<file path="src/rtl/traffic_light_pkg.sv">
// Shared types and constants for the four-phase traffic-light controller.
package traffic_light_pkg;

  // Phase states in their fixed cyclic order.
  typedef enum logic [1:0] {
    S_NS_G = 2'd0,
    S_NS_Y = 2'd1,
    S_EW_G = 2'd2,
    S_EW_Y = 2'd3
  } state_e;

  // Default phase durations, in ticks.
  localparam int DEF_NS_GREEN_TICKS  = 5;
  localparam int DEF_NS_YELLOW_TICKS = 2;
  localparam int DEF_EW_GREEN_TICKS  = 5;
  localparam int DEF_EW_YELLOW_TICKS = 2;

  // Lamp vector layout: {ns_g, ns_y, ns_r, ew_g, ew_y, ew_r}.
  function automatic logic [5:0] state_lamps(input state_e s);
    logic [5:0] v;
    case (s)
      S_NS_G:  v = 6'b100_001;
      S_NS_Y:  v = 6'b010_001;
      S_EW_G:  v = 6'b001_100;
      S_EW_Y:  v = 6'b001_010;
      default: v = 6'b001_001;  // all red is the safe fallback
    endcase
    return v;
  endfunction

endpackage

</file>
<file path="src/rtl/traffic_light_ctrl_if.sv">
// Tick strobe in, six lamp drives out.
interface traffic_light_ctrl_if;
  logic tick_1hz;
  logic ns_g;
  logic ns_y;
  logic ns_r;
  logic ew_g;
  logic ew_y;
  logic ew_r;

  // Upstream side: produces the tick, observes the lamps.
  modport master (
    output tick_1hz,
    input  ns_g, ns_y, ns_r, ew_g, ew_y, ew_r
  );

  // Controller side: consumes the tick, drives the lamps.
  modport slave (
    input  tick_1hz,
    output ns_g, ns_y, ns_r, ew_g, ew_y, ew_r
  );
endinterface

</file>
<file path="src/rtl/phase_timer.sv">
// Counts ticks within the current phase; pulses done on the last tick.
module phase_timer #(
  parameter int CNT_W = 3
) (
  input  logic             clk,
  input  logic             reset,
  input  logic             tick,
  input  logic [CNT_W-1:0] dur_m1,
  input  logic             clear,
  output logic             done
);

  logic [CNT_W-1:0] r_cnt;

  assign done = tick && (r_cnt == dur_m1);

  // Tick counter: wraps to zero on the phase's final tick, holds without a tick.
  always_ff @(posedge clk) begin
    if (reset) begin
      r_cnt <= '0;
    end else if (clear) begin
      r_cnt <= '0;
    end else if (done) begin
      r_cnt <= '0;
    end else if (tick) begin
      r_cnt <= r_cnt + CNT_W'(1'b1);
    end else begin
      r_cnt <= r_cnt;
    end
  end

endmodule

</file>
<file path="src/rtl/traffic_light_ctrl.sv">
// Four-phase Moore traffic-light controller; lamps come straight from registers.
module traffic_light_ctrl
  import traffic_light_pkg::*;
#(
  parameter int NS_GREEN_TICKS  = DEF_NS_GREEN_TICKS,
  parameter int NS_YELLOW_TICKS = DEF_NS_YELLOW_TICKS,
  parameter int EW_GREEN_TICKS  = DEF_EW_GREEN_TICKS,
  parameter int EW_YELLOW_TICKS = DEF_EW_YELLOW_TICKS
) (
  input logic                 clk,
  input logic                 reset,
  traffic_light_ctrl_if.slave tl_bus
);

  localparam int MAX_NS  = (NS_GREEN_TICKS > NS_YELLOW_TICKS) ? NS_GREEN_TICKS : NS_YELLOW_TICKS;
  localparam int MAX_EW  = (EW_GREEN_TICKS > EW_YELLOW_TICKS) ? EW_GREEN_TICKS : EW_YELLOW_TICKS;
  localparam int MAX_DUR = (MAX_NS > MAX_EW) ? MAX_NS : MAX_EW;
  localparam int CNT_W   = (MAX_DUR > 1) ? $clog2(MAX_DUR) : 1;

  localparam logic [CNT_W-1:0] NS_G_M1 = CNT_W'(NS_GREEN_TICKS - 1);
  localparam logic [CNT_W-1:0] NS_Y_M1 = CNT_W'(NS_YELLOW_TICKS - 1);
  localparam logic [CNT_W-1:0] EW_G_M1 = CNT_W'(EW_GREEN_TICKS - 1);
  localparam logic [CNT_W-1:0] EW_Y_M1 = CNT_W'(EW_YELLOW_TICKS - 1);

  state_e           r_state;
  state_e           w_next_state;
  logic [5:0]       r_lamps;
  logic [CNT_W-1:0] w_dur_m1;
  logic             w_clear;
  logic             w_done;

  phase_timer #(
    .CNT_W (CNT_W)
  ) u_phase_timer (
    .clk    (clk),
    .reset  (reset),
    .tick   (tl_bus.tick_1hz),
    .dur_m1 (w_dur_m1),
    .clear  (w_clear),
    .done   (w_done)
  );

  // Select the last-tick count for the current phase.
  always_comb begin
    w_dur_m1 = '0;
    case (r_state)
      S_NS_G:  w_dur_m1 = NS_G_M1;
      S_NS_Y:  w_dur_m1 = NS_Y_M1;
      S_EW_G:  w_dur_m1 = EW_G_M1;
      S_EW_Y:  w_dur_m1 = EW_Y_M1;
      default: w_dur_m1 = '0;
    endcase
  end

  // Next-state logic: advance on the phase's final tick, recover from bad encodings.
  always_comb begin
    w_next_state = r_state;
    w_clear      = 1'b0;
    case (r_state)
      S_NS_G: begin
        if (w_done) w_next_state = S_NS_Y;
        else        w_next_state = S_NS_G;
      end
      S_NS_Y: begin
        if (w_done) w_next_state = S_EW_G;
        else        w_next_state = S_NS_Y;
      end
      S_EW_G: begin
        if (w_done) w_next_state = S_EW_Y;
        else        w_next_state = S_EW_G;
      end
      S_EW_Y: begin
        if (w_done) w_next_state = S_NS_G;
        else        w_next_state = S_EW_Y;
      end
      default: begin
        w_next_state = S_NS_G;
        w_clear      = 1'b1;
      end
    endcase
  end

  // State and lamp registers; lamps are decoded from the state being loaded
  // so they change on the same edge as the state with no input-to-output path.
  always_ff @(posedge clk) begin
    if (reset) begin
      r_state <= S_NS_G;
      r_lamps <= state_lamps(S_NS_G);
    end else begin
      r_state <= w_next_state;
      r_lamps <= state_lamps(w_next_state);
    end
  end

  assign tl_bus.ns_g = r_lamps[5];
  assign tl_bus.ns_y = r_lamps[4];
  assign tl_bus.ns_r = r_lamps[3];
  assign tl_bus.ew_g = r_lamps[2];
  assign tl_bus.ew_y = r_lamps[1];
  assign tl_bus.ew_r = r_lamps[0];

endmodule

</file>
<file path="src/flat_wrapper.sv">
// flat-port wrapper written by rule: the top's interface ports become plain ports
module traffic_light_ctrl_flat import traffic_light_pkg::*;
#(
  parameter int NS_GREEN_TICKS  = DEF_NS_GREEN_TICKS,
  parameter int NS_YELLOW_TICKS = DEF_NS_YELLOW_TICKS,
  parameter int EW_GREEN_TICKS  = DEF_EW_GREEN_TICKS,
  parameter int EW_YELLOW_TICKS = DEF_EW_YELLOW_TICKS
)
  (clk, reset, tl_bus_tick_1hz, tl_bus_ns_g, tl_bus_ns_y, tl_bus_ns_r, tl_bus_ew_g, tl_bus_ew_y, tl_bus_ew_r);
  traffic_light_ctrl_if tl_bus_i ();
  input logic clk;
  input logic reset;
  input wire logic [$bits(tl_bus_i.tick_1hz)-1:0] tl_bus_tick_1hz;
  output wire logic [$bits(tl_bus_i.ns_g)-1:0] tl_bus_ns_g;
  output wire logic [$bits(tl_bus_i.ns_y)-1:0] tl_bus_ns_y;
  output wire logic [$bits(tl_bus_i.ns_r)-1:0] tl_bus_ns_r;
  output wire logic [$bits(tl_bus_i.ew_g)-1:0] tl_bus_ew_g;
  output wire logic [$bits(tl_bus_i.ew_y)-1:0] tl_bus_ew_y;
  output wire logic [$bits(tl_bus_i.ew_r)-1:0] tl_bus_ew_r;
  assign tl_bus_i.tick_1hz = tl_bus_tick_1hz;
  assign tl_bus_ns_g = tl_bus_i.ns_g;
  assign tl_bus_ns_y = tl_bus_i.ns_y;
  assign tl_bus_ns_r = tl_bus_i.ns_r;
  assign tl_bus_ew_g = tl_bus_i.ew_g;
  assign tl_bus_ew_y = tl_bus_i.ew_y;
  assign tl_bus_ew_r = tl_bus_i.ew_r;
  traffic_light_ctrl #(.NS_GREEN_TICKS(NS_GREEN_TICKS), .NS_YELLOW_TICKS(NS_YELLOW_TICKS), .EW_GREEN_TICKS(EW_GREEN_TICKS), .EW_YELLOW_TICKS(EW_YELLOW_TICKS)) u_core (.clk(clk), .reset(reset), .tl_bus(tl_bus_i));
endmodule
</file>
<file path="config.mk">
export PLATFORM = sky130hd
export DESIGN_NAME = traffic_light_ctrl_flat
export DESIGN_NICKNAME = d
export VERILOG_FILES = /design/src/rtl/traffic_light_pkg.sv /design/src/rtl/traffic_light_ctrl_if.sv /design/src/rtl/phase_timer.sv /design/src/rtl/traffic_light_ctrl.sv /design/src/flat_wrapper.sv
export SDC_FILE = /design/constraint.sdc
export NUM_CORES = 1
export LEC_CHECK = 0
export BUFFER_PORTS_ARGS = -buffer_cell sky130_fd_sc_hd__buf_2
export CAP_MARGIN = 20
export CORE_ASPECT_RATIO = 1.25
export CORE_MARGIN = 3
export CORE_UTILIZATION = 25
export DETAILED_ROUTE_END_ITERATION = 8
export GPL_TIMING_DRIVEN = 0
export PLACE_DENSITY = 0.48
export SETUP_SLACK_MARGIN = 0.02
export SYNTH_ARGS = -nofsm -noshare
export SYNTH_HDL_FRONTEND = slang
export SYNTH_SLANG_ARGS = --single-unit
</file>
<file path="constraint.sdc">
create_clock -name clk -period 1.8 [get_ports clk]
set_clock_uncertainty 0.1 [all_clocks]
set_input_delay 0.27 -clock clk [delete_from_list [all_inputs] [get_ports clk]]
set_output_delay 0.27 -clock clk [all_outputs]
set_load 0.02 [all_outputs]
</file>
# [Word level (Yosys, flattened, before mapping)]
# Cells that the tools add are included.
[op_classes] n_mux=7 reduce_logical=6 addsub=1 n_eq_ne=7
[op_table] op="$pmux 6 s4" n=1
[op_table] op="$eq 2x2->1 const B" n=4
[op_table] op="$pmux 2 s4" n=1
[op_table] op="$pmux 3 s2" n=1
[op_table] op="$reduce_or 2->1" n=3
[op_table] op="$eq 2x1->1 const B" n=2
[op_table] op="$logic_not 2->1" n=2
[op_table] op="$mux 2" n=2
[op_table] op="$add 3x1->3 const B" n=1
[op_table] op="$eq 3x3->1" n=1
[op_table] op="$mux 1" n=2
[op_table] op="$logic_and 1x1->1" n=1
[word_totals] reg_bits=11 word_cells=24 inputBits=3 out_inout_bits=6

# [Logic depth before layout (Yosys ltp)]
# Gate-level depths: netlist of the first run.
[depth] depth_word=9 ltp_mapped=4 mapped_depth_nobuf=4

# [Hierarchy]
# Synthesis of the first run repeated with hierarchy kept, for this count alone.
[unflattened] hier_cells=40 area_unflattened_um2=421.7
[by_module_without_submodules] mod="traffic_light_ctrl" seq_area_each_um2=140.1 instances=1 cells_each=23 area_each_um2=245.2
[by_module_without_submodules] mod="phase_timer" seq_area_each_um2=60.1 instances=1 cells_each=17 area_each_um2=176.4

# [Worst setup path after synthesis of the first run]
# Ideal clock, no wire load.
[synth_timing] kind="register to register" startpoint="register u_core.u_phase_timer.r_cnt[0]" endpoint="register u_core.u_phase_timer.r_cnt[0]" setup_slack_ns=0.534 path_buffers=1 arrival_time_ns=1.037 path_stages_with_launch=5 setup_time_ns=0.128 period_less_slack_ns=1.266 t_required_ns=1.572 path_cell_list="dfxtp_1 -> buf_6 -> or3b_1 -> a21oi_2 -> nor3_1"
[synth_between] elab_chain_cells=3 elab_cells_between_ends=4 cone_classes="1 x add/sub; 1 x eq/ne; 2 x reduce/logical"
[synth_lines] item="start, declared" line_no="phase_timer.sv:13" source="logic [CNT_W-1:0] r_cnt;"
[synth_lines] item="start signal, assigned" line_no="phase_timer.sv:26" source="r_cnt <= r_cnt + CNT_W'(1'b1);"
[synth_lines] item="start signal, assigned" line_no="phase_timer.sv:28" source="r_cnt <= r_cnt;"
[synth_lines] item="branches (longest 3 deep; another with $add 3x1->3)"
# Several ways; the timed one is not identified.
# A chain may end at the register's enable or synchronous reset.

# [Worst setup path after layout of the first run]
# Same ends and word-level chain as after synthesis.

==> results of run 1 <==
stage by stage:
stage | hold WS [ns] | setup slack [ns]
global route | 0.264 | 0.358
CTS | 0.247 | 0.420
finish | 0.256 | 0.434
detailed placement | 0.451 | 0.443
global placement | 0.437 | 0.457
floorplan | 0.347 | 0.534
critical path, cell delays in order (launching register included):
cell and delay (ns):
dfxtp_1 0.32, buf_6 0.14, or3b_1 0.39, a21oi_2 0.22, nor3_1 0.07
kinds of logic after synthesis:
kind of cell,share of synthesized area [%]
AOI/OAI and AO/OA,12.5
xor gates and xnor gates,3.57
adders and majority gates,2.55
buffers and inverters,3.06
DFF,44.9
muxes,9.18
and+or+nand+nor,24.2
state kept, by name, indices dropped and copies added (netlist names):
register and flops:
u_core.r_lamps 6, u_core.u_phase_timer.r_cnt 3, u_core.r_state 2
routing by layer:
metal / vias up / wire [µm] / track usage [%]
met4: 0 / 16 / 5.02
met3: 4 / 64 / 5.86
met2: 10 / 379 / 11.8
met5: - / 0 / 0
met1: 159 / 369 / 8.15
li1: 189 / - / -
final timing paths:
kind	start	to	slack, ns	depth (start not counted)
worst max register to register	u_core.u_phase_timer.r_cnt[0]	u_core.u_phase_timer.r_cnt[0]	0.43	4
worst max-delay path	u_core.u_phase_timer.r_cnt[0]	u_core.u_phase_timer.r_cnt[0]	0.43	4
worst min register to register	u_core.r_state[1]	u_core.r_lamps[5]	0.47	1
worst min-delay path	tl_bus_tick_1hz	u_core.u_phase_timer.r_cnt[0]	0.26	3
Yosys cell counts:
cell	instances	area share, %
a311oi_1	1	1.8
o21bai_1	1	1.5
nand2_1	1	0.76
nor3b_1	1	1.5
nand3b_1	1	1.5
a21oi_2	1	1.8
o21ai_0	3	3.1
nand2b_1	2	2.6
nand2_4	1	2.3
and3b_2	1	2.0
a31oi_1	1	1.3
dfxtp_1	11	45
and4bb_4	1	3.3
a21oi_1	3	3.1
ha_1	1	2.6
xnor2_1	1	1.8
nor2_1	1	0.76
buf_6	1	2.3
nor3_1	3	3.1
mux2_4	1	3.1
nor4bb_1	1	2.0
xor2_1	1	1.8
or2_2	2	2.6
mux2i_1	3	6.1
buf_1	1	0.76
or3b_1	1	1.8
power breakdown:
| part | leakage, nW | internal (mW) | switching (mW) |
|---|---|---|---|
| Clock | 0.0150 | 0.0857 | 0.0799 |
| Combinational | 0.152 | 0.0223 | 0.0221 |
| Sequential | 0.0891 | 0.249 | 0.00536 |
| Total | 0.256 | 0.357 | 0.107 |
area by class of cell:
class	count	area (µm²)	share of cell area, %
multi-input combinational	33	255	44.3
sequential	11	220	38.3
timing repair buffer	7	35.0	6.09
clock buffer	4	26.3	4.57
tap	19	23.8	4.13
buffer	2	15.0	2.61
==> results_dict.tcl, run 1 <==
set metrics [dict create \
    clk_pin_slew_worst_paths_ns 0.07 \
    cts_resized 0 \
    maxCapViolCount 0 \
    syn_avg_cell_area_um2 10.7 \
    ys_seq_elements 11 \
    fin_cells 76 \
    end_kind "flip-flop" \
    power_per_cell_area_mw_per_mm2 808 \
    num_io_pins 9 \
    dp.cells 72 \
    yosys_warnings 0 \
    period_minus_slack_ns 1.37 \
    syn_inst 46 \
    report.final.slew_viol_count 0 \
    rsz0062_at_grt "false" \
    fmax_ghz 0.732 \
    cts_num_sinks 11 \
    cts_root_buf "clkbuf_4" \
    die_x_um 45.6 \
    clk_latency_ns 0.27 \
    antenna_found_initial 0 \
    num-fill-cells 189 \
    htreeDepth 1 \
    slew_headroom_pct 75.5 \
    final_nets 62 \
    die_area_mm2 0.00253 \
    cts_buffers 3 \
    postCtsSetupBuffers 0 \
    detailed_place_hpwl_um 582 \
    setup_tns_ns 0 \
    grt_pass1_wl_mm 1.44 \
    mostFrequentLayoutCells "11 x dfxtp_1, 7 x buf_2" \
    route.detailed.drc 0 \
    clockBufferDepth 2 \
    worstPathArrival_ns 1.42 \
    post_drt_wl_per_cell_um 10.9 \
    io_buffers 7 \
    fp-row-count 17 \
    critPathKind "reg2reg" \
    routed_wl_um 830 \
    drive_above_1_share_pct 31.6 \
    finalCritPeriodShare_pct 75.9 \
    final_util_pct 31.8 \
    antenna_cells 0 \
    hold_buffers 0 \
    drt_iter0_drc 1 \
    critPathMaxFanout 9 \
    vias 362 \
    synth_area_um2 490 \
    grt_max_degree 10 \
    areaGrowthSynthToFinish_pct 17.3 \
    place_congestion 0.671 \
    power_uw 465 \
    hold_viol 0 \
    design_area_um2 576 \
    worst_slew_pin_slew_ns 0.368 \
    startpoint_type "flip-flop" \
    hp-class "in2reg" \
    synth_fp_nets 50 \
    vdd_drop_max_mv 0.557 \
    final_common_cell "dfxtp_1" \
    viasPerCell 4.76 \
    grt_usage_pct 8.18 \
    die_h_um 55.5 \
    placed_area_um2 549 \
    outcome "complete, no violations" \
    ys_types 26 \
    firstDrtPassIters 2 \
    core-area_mm2 0.00181 \
    initial_core_util_pct 27.1 \
    cts_tree "yes" \
    grt_overflow 0 \
    p_leak_nw 0.256 \
    setup_viol 0 \
    ant_nets 0 \
    grt_pass1_vias 341 \
    required_ns 1.85 \
    yosysSeqAreaShare_pct 44.9 \
]
(Power assumes the default switching activity.)
==> run 2, diff against run 1 <==
==> constraint.sdc (replaced) <==
create_clock -name clk -period 1.36 [get_ports clk]
set_clock_uncertainty 0.1 [all_clocks]
set_input_delay 0.204 -clock clk [delete_from_list [all_inputs] [get_ports clk]]
set_output_delay 0.204 -clock clk [all_outputs]
set_load 0.02 [all_outputs]
==> run 2 against run 1 <==
Net effect: global-route usage decreased by 0.063 points; worst setup slack got worse by 0.40 ns; worst hold slack got worse by 0.046 ns; first-iteration DRC count decreased by 100%; power increased by 37%.
==> results_dict.tcl, run 2 (synthesis gave the netlist of run 1 again) <==
set metrics [dict create \
    power_uw 636 \
    routed-wl-met2_um 435 \
    io_buffers 7 \
    hp-class "in2reg" \
    num-fill-cells 190 \
    setup_viol 0 \
    multiInputGateArea_um2 280 \
    final_common_cell "dfxtp_1" \
    wl_met1_um 408 \
    die_area_mm2 0.00253 \
    r2r_cells 4 \
    grt_overflow 0 \
    detailed_place_hpwl_um 582 \
    clockBufferDepth 2 \
    critPathMaxFanout 7 \
    clk_pin_slew_worst_paths_ns 0.07 \
    grt_max_degree 10 \
    slew_headroom_pct 69.7 \
    routed.top_layer "met4" \
    clk_latency_ns 0.27 \
    mostFrequentLayoutCells "8 x dfxtp_1, 7 x buf_2" \
    cts_buffers 3 \
    outcome "complete, no violations" \
    critPathKind "reg2reg" \
    grt_pass1_wl_mm 1.43 \
    worstReg2RegEnd "u_core.u_phase_timer.r_cnt[0]" \
    firstDrtPassIters 1 \
    power_frac_clock_pct 34.2 \
    place_congestion 0.671 \
    reg.largest.list "u_core.r_lamps: 6 flops, u_core.u_phase_timer.r_cnt: 3 flops, u_core.r_state: 2 flops" \
    worstSetupStartpoint "u_core.u_phase_timer.r_cnt[0]" \
    drt_iter0_drc 0 \
    largest_reg_flops 6 \
    end_kind "flip-flop" \
    ant_nets 0 \
    num_io_pins 9 \
    fp-row-count 17 \
    fmax_ghz 0.757 \
    power_per_cell_area_mw_per_mm2 1010 \
    p_sw_uw 148 \
    maxCapViolCount 0 \
    startpoint_type "flip-flop" \
    grt_usage_pct 8.11 \
    hold_viol 0 \
    report.final.slew_viol_count 0 \
    crit_path_end "u_core.u_phase_timer.r_cnt[0]" \
    viasPerCell 4.78 \
    cts_tree "yes" \
    crit_chain "buf_6, or3b_4, a21oi_4, nor3_2" \
    cp_slowest_cell "or3b_4" \
    antenna_cells 0 \
    core-area_mm2 0.00181 \
    die_x_um 45.6 \
    fin_hold_ws_ns 0.210 \
    p_leak_nw 0.277 \
    htreeDepth 1 \
    register_area_um2 224 \
    hold_buffers 0 \
    place_ws_ns 0.00302 \
    finalCritPeriodShare_pct 97.1 \
    vdd_drop_max_mv 0.688 \
    fin_ws_ns 0.0389 \
    swShare_pct 23.3 \
    registers.top_by_ff_count "u_core.r_lamps" \
    antenna_found_initial 0 \
    comb_power_share_pct 12.7 \
    die_h_um 55.5 \
    vias 378 \
    worst_slew_pin_slew_ns 0.454 \
    r2r_start "u_core.u_phase_timer.r_cnt[0]" \
    initial_core_util_pct 27.1 \
    post_drt_wl_per_cell_um 11.7 \
    route.detailed.drc 0 \
    final_nets 65 \
    rrSetupSlack_ns 0.04 \
    rsz0062_at_grt "true" \
    wl_met3_um 61 \
    power_frac_seq_pct 53.2 \
    intPower_uw 488 \
    grt_pass1_vias 335 \
    slowest_delay_ns 0.38 \
    period_minus_slack_ns 1.32 \
    required_ns 1.40 \
    cts_root_buf "clkbuf_4" \
    routed_wl_um 923 \
    worstPathArrival_ns 1.36 \
    areaGrowthSynthToFinish_pct 27.8 \
    drive_above_1_share_pct 46.7 \
    cts_num_sinks 11 \
]
run 2: cell count changes in the layout (fill, tap and decap cells not counted), moves of 3 or more:
cell | previous run | this run
buf_4 | 0 | 3
dfxtp_1 | 11 | 8
dfxtp_2 | 0 | 3
nor3_1 | 3 | 0
nor3_2 | 0 | 3
run 2: per-stage QoR:
step / utilization (%) / area (µm²) / std cells / TNS, ns
detailed placement: 30.4 / 549 / 72 / 0
global placement: 30.4 / 549 / 72 / 0
CTS: 32.0 / 578 / 76 / 0
floorplan: - / 490 / 46 / 0
global route: 34.7 / 627 / 79 / -0.00200
finish: 34.7 / 627 / 79 / 0
run 2: what timing repair did:
item | in CTS | in global routing
pin swaps | 2 | 3
setup endpoints to repair | 4 | 5
gates resized for setup | 2 | 6
gates cloned | 0 | 0
buffers inserted | 0 | 3
run 2: worst min-delay path by stage:
stage | slack [ns] | end | cells after the start | start
5_1_grt | 0.21 | u_core.u_phase_timer.r_cnt[0] | 3 | tl_bus_tick_1hz
3_5_place_dp | 0.45 | u_core.r_lamps[5] | 1 | u_core.r_state[1]
2_1_floorplan | 0.28 | u_core.u_phase_timer.r_cnt[0] | 2 | tl_bus_tick_1hz
4_1_cts | 0.17 | u_core.u_phase_timer.r_cnt[0] | 3 | tl_bus_tick_1hz
3_3_place_gp | 0.44 | u_core.r_lamps[5] | 1 | u_core.r_state[1]
6_report | 0.21 | u_core.u_phase_timer.r_cnt[0] | 3 | tl_bus_tick_1hz
run 2: area by class of cell:
type,count,area share [%]
multi-input cells,33,44.7
flip-flops and latches,11,35.7
repair buffers,10,9.18
clock buffers,4,4.19
well taps,19,3.79
plain buffers,2,2.40
run 2: critical path, delay by kind of cell, from the launching register on:
kind / cells / cell delay (ns)
flops: 1 / 0.32
simple gates: 2 / 0.43
compound gates: 1 / 0.21
buf+inv: 1 / 0.12
run 2: per-layer routing:
layer | vias up | GRT usage [%]
met1 | 168 | 8.15
met2 | 10 | 11.6
met3 | 5 | 5.86
met5 | - | 0
li1 | 195 | -
met4 | 0 | 5.02
run 2: power groups by stage:
| stage | clock network [mW] | logic [mW] | registers [mW] |
|---|---|---|---|
| 3_5_place_dp | 0 | 0.0592 | 0.345 |
| 4_1_cts | 0.231 | 0.0596 | 0.338 |
| 5_1_grt | 0.250 | 0.0897 | 0.339 |
| 6_report | 0.217 | 0.0806 | 0.338 |
| 2_1_floorplan | 0 | 0.0466 | 0.344 |
| 3_3_place_gp | 0 | 0.0584 | 0.344 |
==> run 3, diff against run 2 <==
--- a/config.mk
+++ b/config.mk
@@ -8,7 +8,7 @@
 export BUFFER_PORTS_ARGS = -buffer_cell sky130_fd_sc_hd__buf_2
 export CAP_MARGIN = 20
 export CORE_ASPECT_RATIO = 1.25
-export CORE_MARGIN = 3
+export CORE_MARGIN = 2
 export CORE_UTILIZATION = 25
 export DETAILED_ROUTE_END_ITERATION = 8
 export GPL_TIMING_DRIVEN = 0
@@ -17,3 +17,4 @@
 export SYNTH_ARGS = -nofsm -noshare
 export SYNTH_HDL_FRONTEND = slang
 export SYNTH_SLANG_ARGS = --single-unit
+export TNS_END_PERCENT = 100
==> run 3 against run 2 <==
Net effect: clock power grew 6%; via count down 5.8%; critical path depth down 1; combinational power down 38%; global-route usage grew 0.28 points.
==> results_dict.tcl, run 3 (synthesis gave the netlist of run 1 again) <==
set metrics [dict create \
    num-fill-cells 188 \
    hold_buffers 0 \
    finalCritPeriodShare_pct 94.7 \
    clockBufferDepth 2 \
    ant_nets 0 \
    fmax_ghz 0.776 \
    power_frac_clock_pct 36.8 \
    drive_above_1_share_pct 41.1 \
    reg.largest.list "u_core.r_lamps: 6 flops, u_core.u_phase_timer.r_cnt: 3 flops, u_core.r_state: 2 flops" \
    clk_latency_ns 0.27 \
    setup_tns_ns 0 \
    die_area_mm2 0.00233 \
    p_sw_uw 155 \
    io_buffers 7 \
    mostFrequentLayoutCells "8 x dfxtp_1, 7 x buf_2" \
    cp_slowest_cell "and4bb_4" \
    final_common_cell "dfxtp_1" \
    largest_reg_flops 6 \
    critical_path.top_delay_family "simple AND/OR/NAND/NOR gates" \
    grt_usage_pct 8.40 \
    required_ns 1.42 \
    route.detailed.drc 0 \
    hold_viol 0 \
    antenna_cells 0 \
    path_buf_inv 0 \
    intPower_uw 470 \
    rsz0062_at_grt "false" \
    report.final.slew_viol_count 0 \
    power_per_cell_area_mw_per_mm2 1060 \
    cts_buffers 3 \
    vias 356 \
    fp-row-count 17 \
    comb_power_share_pct 8.0 \
    viasPerCell 4.75 \
    die_x_um 43.6 \
    drt_iter0_drc 2 \
    die_h_um 53.5 \
    vdd_drop_max_mv 0.405 \
    grt_pass1_vias 327 \
    startpoint_type "flip-flop" \
    core-area_mm2 0.00181 \
    cts_root_buf "clkbuf_4" \
    crit_cells 3 \
    outcome "complete, no violations" \
    period_minus_slack_ns 1.29 \
    swShare_pct 24.8 \
    worst_slew_pin_slew_ns 0.434 \
    grt_max_degree 10 \
    final_nets 61 \
    clk_pin_slew_worst_paths_ns 0.08 \
    place_congestion 0.661 \
    post_drt_wl_per_cell_um 11.4 \
    multiInputGateArea_um2 275 \
    antenna_found_initial 0 \
    worstPathArrival_ns 1.34 \
    htreeDepth 1 \
    cts_tree "yes" \
    setup_viol 0 \
    grt_pass1_wl_mm 1.38 \
    maxCapViolCount 0 \
    routed_wl_um 854 \
    critPathKind "reg2reg" \
    grt_overflow 0 \
    slew_headroom_pct 71.1 \
    critPathMaxFanout 6 \
    num_io_pins 9 \
    power_frac_seq_pct 55.3 \
    register_area_um2 224 \
    hold_depth 3 \
    end_kind "flip-flop" \
    firstDrtPassIters 2 \
    areaGrowthSynthToFinish_pct 19.9 \
    slowest_delay_ns 0.37 \
    registers.top_by_ff_count "u_core.r_lamps" \
    cts_num_sinks 11 \
    initial_core_util_pct 27.1 \
    power_uw 625 \
    detailed_place_hpwl_um 605 \
    hp-class "in2reg" \
    crit_chain "and4bb_4, nand2_4, mux2_4" \
    r2r_cells 3 \
    p_leak_nw 0.258 \
]
==> run 3: layout make-up <==
type,instances,area share [%]
buffer,1,0.638
clock buffer,4,4.47
multi-input combinational,33,46.8
sequential,11,38.1
tap,19,4.04
timing repair buffer,7,5.96
==> run 3: through the flow <==
stage | setup WS, ns | std cells | hold slack (ns) | instance area (µm²) | utilization [%]
after floorplan | 0.0942 | 46 | 0.281 | 490 | -
after global placement | 0.0150 | 72 | 0.440 | 549 | 30.4
after detailed placement | 0.0186 | 72 | 0.441 | 549 | 30.4
after CTS | 0.0201 | 76 | 0.185 | 576 | 31.8
after global routing | 0.0347 | 75 | 0.234 | 588 | 32.5
final | 0.0718 | 75 | 0.195 | 588 | 32.5
==> run 3: power by group through the flow <==
| stage | logic [mW] | registers [mW] | clock network, mW |
|---|---|---|---|
| after detailed placement | 0.0594 | 0.344 | 0 |
| final | 0.0498 | 0.346 | 0.230 |
| after global placement | 0.0588 | 0.344 | 0 |
| after floorplan | 0.0466 | 0.344 | 0 |
| after CTS | 0.0601 | 0.337 | 0.234 |
| after global routing | 0.0579 | 0.347 | 0.249 |
==> run 3: worst paths after layout <==
path,endpoint,slack [ns],start
max reg2reg,u_core.r_lamps[0],0.07,u_core.u_phase_timer.r_cnt[2]
min,u_core.u_phase_timer.r_cnt[0],0.20,tl_bus_tick_1hz
max,u_core.r_lamps[0],0.07,u_core.u_phase_timer.r_cnt[2]
min reg2reg,u_core.r_lamps[5],0.45,u_core.r_state[1]
==> run 3: worst register-to-register path: cells and delay by family, from the launching register on <==
| kind | cells | cell delay [ns] |
|---|---|---|
| mux | 1 | 0.30 |
| simple gates | 2 | 0.44 |
| flops | 1 | 0.34 |
==> run 3: timing repair <==
action / in CTS / in global routing
buffers inserted: 0 / 0
pin swaps: 1 / 2
resized for setup: 0 / 7
gates cloned: 0 / 0
setup endpoints to repair: 3 / 5
endpoints found under the hold margin: 0 / 0
==> run 3: routing by layer <==
layer / routed length [µm] / up-vias / track usage, %
li1: - / 184 / -
met1: 388 / 165 / 9.18
met2: 423 / 5 / 13.2
met3: 29 / 2 / 2.05
met4: 12 / 0 / 7.58
met5: 0 / - / 0
